File: config.mk
export PLATFORM = sky130hd
export DESIGN_NAME = triumph_decode_pipe
export DESIGN_NICKNAME = d
export VERILOG_FILES = /design/src/rtl/triumph_decode_pipe.sv
export SDC_FILE = /design/constraint.sdc
export NUM_CORES = 1
export LEC_CHECK = 0
export ABC_CLOCK_PERIOD_IN_PS = 5260
export BUFFER_PORTS_ARGS = -buffer_cell sky130_fd_sc_hd__buf_2
export CAP_MARGIN = 5
export CORE_MARGIN = 1.5
export CORE_UTILIZATION = 26
export DETAILED_ROUTE_END_ITERATION = 8
export GPL_ROUTABILITY_DRIVEN = 0
export HOLD_SLACK_MARGIN = 0.03
export PLACE_DENSITY = 0.55
export SLEW_MARGIN = 25
export SYNTH_ARGS = -nofsm -noshare
export SYNTH_HDL_FRONTEND = slang
export SYNTH_SLANG_ARGS = --single-unit
File: constraint.sdc
create_clock -name clk_i -period 5.26 [get_ports clk_i]
set_input_delay 0.789 -clock clk_i [delete_from_list [all_inputs] [get_ports clk_i]]
set_output_delay 0.789 -clock clk_i [all_outputs]
set_load 0.02 [all_outputs]
File: src/rtl/triumph_decode_pipe.sv
// RV32I decode stage: small instruction queue feeding a registered decode slot toward EX.
// The queue head is decoded combinationally and captured into the slot when the slot frees.
module triumph_decode_pipe #(
    parameter  int XLEN     = 32,
    parameter  int IQ_DEPTH = 2,
    localparam int CNT_W    = $clog2(IQ_DEPTH + 1)
) (
    input  logic             clk_i,
    input  logic             rst_ni,
    input  logic             flush_i,
    input  logic             if_valid_i,
    output logic             if_ready_o,
    input  logic [31:0]      if_instr_i,
    input  logic [XLEN-1:0]  if_pc_i,
    output logic             ex_valid_o,
    input  logic             ex_ready_i,
    output logic [XLEN-1:0]  ex_pc_o,
    output logic [2:0]       ex_instr_type_o,
    output logic [6:0]       ex_opcode_o,
    output logic [2:0]       ex_funct3_o,
    output logic [6:0]       ex_funct7_o,
    output logic [4:0]       ex_rs1_addr_o,
    output logic [4:0]       ex_rs2_addr_o,
    output logic [4:0]       ex_rd_addr_o,
    output logic             ex_rd_we_o,
    output logic [XLEN-1:0]  ex_imm_o,
    output logic             ex_illegal_o,
    output logic [CNT_W-1:0] iq_count_o
);

    localparam int PTR_W = (IQ_DEPTH > 1) ? $clog2(IQ_DEPTH) : 1;
    localparam logic [CNT_W-1:0] DEPTH_C = CNT_W'(IQ_DEPTH);

    localparam logic [2:0] T_R   = 3'd0;
    localparam logic [2:0] T_I   = 3'd1;
    localparam logic [2:0] T_S   = 3'd2;
    localparam logic [2:0] T_B   = 3'd3;
    localparam logic [2:0] T_U   = 3'd4;
    localparam logic [2:0] T_J   = 3'd5;
    localparam logic [2:0] T_ILL = 3'd7;

    logic [31:0]      iq_instr [IQ_DEPTH];
    logic [XLEN-1:0]  iq_pc    [IQ_DEPTH];
    logic [PTR_W-1:0] wr_ptr;
    logic [PTR_W-1:0] rd_ptr;
    logic [CNT_W-1:0] count;

    logic push;
    logic pop;
    logic slot_free;
    logic empty;

    logic [31:0] head;
    logic [2:0]  dec_type;
    logic [2:0]  dec_funct3;
    logic [6:0]  dec_funct7;
    logic [4:0]  dec_rs1;
    logic [4:0]  dec_rs2;
    logic [4:0]  dec_rd;
    logic        dec_rd_we;
    logic [31:0] imm32;
    logic [XLEN+31:0] imm_wide;

    assign empty      = (count == '0);
    assign if_ready_o = (count < DEPTH_C);
    assign slot_free  = ~ex_valid_o | ex_ready_i;
    assign push       = if_valid_i & if_ready_o & ~flush_i & rst_ni;
    assign pop        = ~empty & slot_free & ~flush_i;
    assign iq_count_o = count;
    assign head       = iq_instr[rd_ptr];
    // replicate bit 31 of the 32-bit immediate up to XLEN without a zero-width replication
    assign imm_wide   = {{XLEN{imm32[31]}}, imm32};

    always_comb begin
        dec_type   = T_ILL;
        dec_funct3 = 3'd0;
        dec_funct7 = 7'd0;
        dec_rs1    = 5'd0;
        dec_rs2    = 5'd0;
        dec_rd     = 5'd0;
        dec_rd_we  = 1'b0;
        imm32      = 32'd0;
        case (head[6:0])
            7'b0110011: dec_type = T_R;
            7'b0010011, 7'b0000011, 7'b1100111,
            7'b1110011, 7'b0001111: dec_type = T_I;
            7'b0100011: dec_type = T_S;
            7'b1100011: dec_type = T_B;
            7'b0110111, 7'b0010111: dec_type = T_U;
            7'b1101111: dec_type = T_J;
            default:    dec_type = T_ILL;
        endcase
        if (dec_type != T_U && dec_type != T_J)
            dec_funct3 = head[14:12];
        if (dec_type == T_R)
            dec_funct7 = head[31:25];
        if (dec_type == T_R || dec_type == T_I || dec_type == T_S || dec_type == T_B)
            dec_rs1 = head[19:15];
        if (dec_type == T_R || dec_type == T_S || dec_type == T_B)
            dec_rs2 = head[24:20];
        if (dec_type == T_R || dec_type == T_I || dec_type == T_U || dec_type == T_J) begin
            dec_rd    = head[11:7];
            dec_rd_we = (head[11:7] != 5'd0);
        end
        case (dec_type)
            T_I:     imm32 = {{20{head[31]}}, head[31:20]};
            T_S:     imm32 = {{20{head[31]}}, head[31:25], head[11:7]};
            T_B:     imm32 = {{19{head[31]}}, head[31], head[7], head[30:25], head[11:8], 1'b0};
            T_U:     imm32 = {head[31:12], 12'd0};
            T_J:     imm32 = {{11{head[31]}}, head[31], head[19:12], head[20], head[30:21], 1'b0};
            default: imm32 = 32'd0;
        endcase
    end

    // queue storage is not reset; occupancy alone says which entries are meaningful
    always_ff @(posedge clk_i) begin
        if (push) begin
            iq_instr[wr_ptr] <= if_instr_i;
            iq_pc[wr_ptr]    <= if_pc_i;
        end
    end

    always_ff @(posedge clk_i) begin
        if (!rst_ni) begin
            wr_ptr          <= '0;
            rd_ptr          <= '0;
            count           <= '0;
            ex_valid_o      <= 1'b0;
            ex_pc_o         <= '0;
            ex_instr_type_o <= 3'd0;
            ex_opcode_o     <= 7'd0;
            ex_funct3_o     <= 3'd0;
            ex_funct7_o     <= 7'd0;
            ex_rs1_addr_o   <= 5'd0;
            ex_rs2_addr_o   <= 5'd0;
            ex_rd_addr_o    <= 5'd0;
            ex_rd_we_o      <= 1'b0;
            ex_imm_o        <= '0;
            ex_illegal_o    <= 1'b0;
        end else if (flush_i) begin
            wr_ptr     <= '0;
            rd_ptr     <= '0;
            count      <= '0;
            ex_valid_o <= 1'b0;
        end else begin
            if (push)
                wr_ptr <= wr_ptr + 1'b1;
            if (pop) begin
                rd_ptr          <= rd_ptr + 1'b1;
                ex_valid_o      <= 1'b1;
                ex_pc_o         <= iq_pc[rd_ptr];
                ex_instr_type_o <= dec_type;
                ex_opcode_o     <= head[6:0];
                ex_funct3_o     <= dec_funct3;
                ex_funct7_o     <= dec_funct7;
                ex_rs1_addr_o   <= dec_rs1;
                ex_rs2_addr_o   <= dec_rs2;
                ex_rd_addr_o    <= dec_rd;
                ex_rd_we_o      <= dec_rd_we;
                ex_imm_o        <= imm_wide[XLEN-1:0];
                ex_illegal_o    <= (dec_type == T_ILL);
            end else if (slot_free) begin
                ex_valid_o <= 1'b0;
            end
            case ({push, pop})
                2'b10:   count <= count + 1'b1;
                2'b01:   count <= count - 1'b1;
                default: count <= count;
            endcase
        end
    end

endmodule

==> run metrics <==
status complete, no violations; Peak VDD IR around 0.00023 V; DR WL/cell about 17 um; post-synth top area cell edfxtp_1; top-count cell post-synth edfxtp_1; All-Layer GR Usage 12.4%; Final Net Count 891; # port buffers roughly 170; drt drc 0; Area contributors post-synth edfxtp_1, dfxtp_1, mux2i_1; Tcrit/Tclk final 62.0%; minimum clock period 3.26 ns; Syn Area/Cell 13.8 um^2; first-pass GRT wire length around 34000 um; DR iter-0 viols between 200 and 300; Yosys top cell area share a little over two fifths; fmax between 300 and 400 MHz; worst rel slew slack 34.0%; Vias/cell about 4.5; Setup Viol. Count Final 0; maxcap violations 0; I/O pins roughly 170; CTS Hold Bufs 0; Skew-Pair Late Insertion Delay about 0.52 ns; die height around 190 um; dpl hpwl around 15000 um; Post-synth top flop edfxtp_1; Worst Hold Depth 2; Distinct cells, synth between 60 and 70; crit end category flop; Syn Inst Count approximately 650; Leak Pwr approximately 0.0046 uW; clk slew on worst S/H paths 0.06 ns; RSZ-0062 raised after global routing no; Fin. Hold Viols 0; Final Skew ~0.0078 ns; Clock Path Buffers 3; Die X roughly 190 um; Area Overhead vs Synth 24.7%; initial antenna violation count 2; Req. time, crit path 5.72 ns; Final TNS setup 0 ns; DP Area around 10000 um^2; #FFs+latches synth approximately 240; top cells by count, synth edfxtp_1, dfxtp_1, nand2_1; Post-Route WL between 20000 and 25000 um; Die ar. 35500 um^2; type of origin of the critical path flop; Initial Util a little over a quarter; Post-Syn Area a little under 9000 um^2; DRT Pass-1 Iters 4; TritonCTS Buffers 27; vias in the first global route ~6000; post-synthesis sequential area ratio approximately two thirds; cell area after layout 11100 um^2; final antenna-violating net count 0; final max-slew violation count 0; H-tree Lvls 1; CP Max Fanout 26; pin count of the biggest net entering global routing 74; post-cts sizing count 0; share of cells above drive strength 1 between 30% and 40%; pwr dens 353 nW/um^2; number of post-CTS setup repair buffers 0; crit path DAT around 3.7 ns; FP Rows 67; clock root buffer clkbuf_16; grt total ovfl 0; vias slightly below 6000; fillers 3425; kind of critical path reg -> reg; Clock Sink Count about 240; syn_nets between 700 and 800; Final Util roughly 33%; CTS tree built; Worst-Margin Slew 0.990 ns; yosys warns 0; min-delay worst type reg -> reg; reg2reg path depth 7; CORE AREA about 34000 um^2; EDFF count, synth 128; asr flop ratio synth 0%
## logic make-up after synthesis
| logic type | count (synthesis) | share of synthesized area [%] |
|---|---|---|
| simple gates | 147 | 7.89 |
| compound gates | 143 | 13.2 |
| mux | 68 | 8.63 |
| xor+xnor | 4 | 0.393 |
| buf+inv | 49 | 2.56 |
| flops | 235 | 67.0 |
| fa+ha+maj | 2 | 0.252 |
## cells in the final DEF, fill, tap and decap left out, types with 9 or more instances in the layout
cell / count
edfxtp_1: 128
clkbuf_16: 27
a22oi_1: 12
nor2b_1: 19
buf_2: 173
inv_1: 9
nand2_1: 65
o211a_1: 41
mux2_2: 16
o21ai_0: 14
nand3_1: 11
dfxtp_1: 105
a21oi_1: 14
nor2_1: 18
a221o_1: 11
nor3_1: 10
mux2i_1: 43
## metal layers
metal / vias up / GRT usage [%] / wire, um
met1: 2801 / 15.7 / 10100
met4: 2 / 3.02 / 494
li1: 2783 / - / -
met5: - / 0 / 13
met3: 34 / 4.41 / 1850
met2: 176 / 20.2 / 10100
## critical path, cell delays in order, from the launching register on
cell and delay (ns):
dfxtp_2 0.84, buf_4 0.44, mux2i_4 0.45, nand2_2 0.19, o221ai_1 0.29, o2111ai_2 0.31, nor2_2 0.49, a221o_1 0.19
## final cells by class
type | instances | area (um^2) | share of cell area [%]
flip-flops and latches | 235 | 5990 | 53.8
multi-input cells | 364 | 2730 | 24.5
repair buffers | 183 | 951 | 8.54
clock buffers | 39 | 781 | 7.01
well taps | 448 | 561 | 5.04
clock inverters | 10 | 81.3 | 0.731
inverters | 10 | 38.8 | 0.348
diodes | 1 | 2.50 | 0.0225
## final timing paths
| path | startpoint | to | slack (ns) |
|---|---|---|---|
| setup / recovery | flop | ex_imm_o[29] | 2.00 |
| hold / removal | ex_rd_addr_o[2] | ex_rd_addr_o[2] | 0.45 |
| setup reg to reg | flop | ex_imm_o[29] | 2.00 |
| hold reg to reg | ex_rd_addr_o[2] | ex_rd_addr_o[2] | 0.45 |
## through the flow
step | power [uW] | cells | worst slack [ns] | hold slack, ns
6_report | 3930 | 1290 | 2.00 | 0.448
5_1_grt | 4080 | 1289 | 1.72 | 0.429
4_1_cts | 3990 | 1287 | 2.02 | 0.421
3_5_place_dp | 2170 | 1238 | 1.91 | 0.436
3_3_place_gp | 2160 | 1238 | 1.94 | 0.432
2_1_floorplan | 2100 | 648 | 0.650 | 0.498
## state kept, by name, summed over array words and instances, names as in the netlist, 2 cells and up, named ones only
| register | count |
|---|---|
| iq_count_o | 2 |
| ex_imm_o | 32 |
| ex_funct7_o | 7 |
| ex_rs2_addr_o | 5 |
| iq_instr | 64 |
| ex_opcode_o | 7 |
| ex_rs1_addr_o | 5 |
| ex_instr_type_o | 3 |
| iq_pc | 64 |
| ex_rd_addr_o | 5 |
| ex_pc_o | 32 |
| ex_funct3_o | 3 |
## report_power, final
part	internal, uW	switching, uW
Combinational	54.3	95.3
Clock	1080	731
Sequential	1960	11.1
No activity file was read; power rests on OpenSTA's default activity.
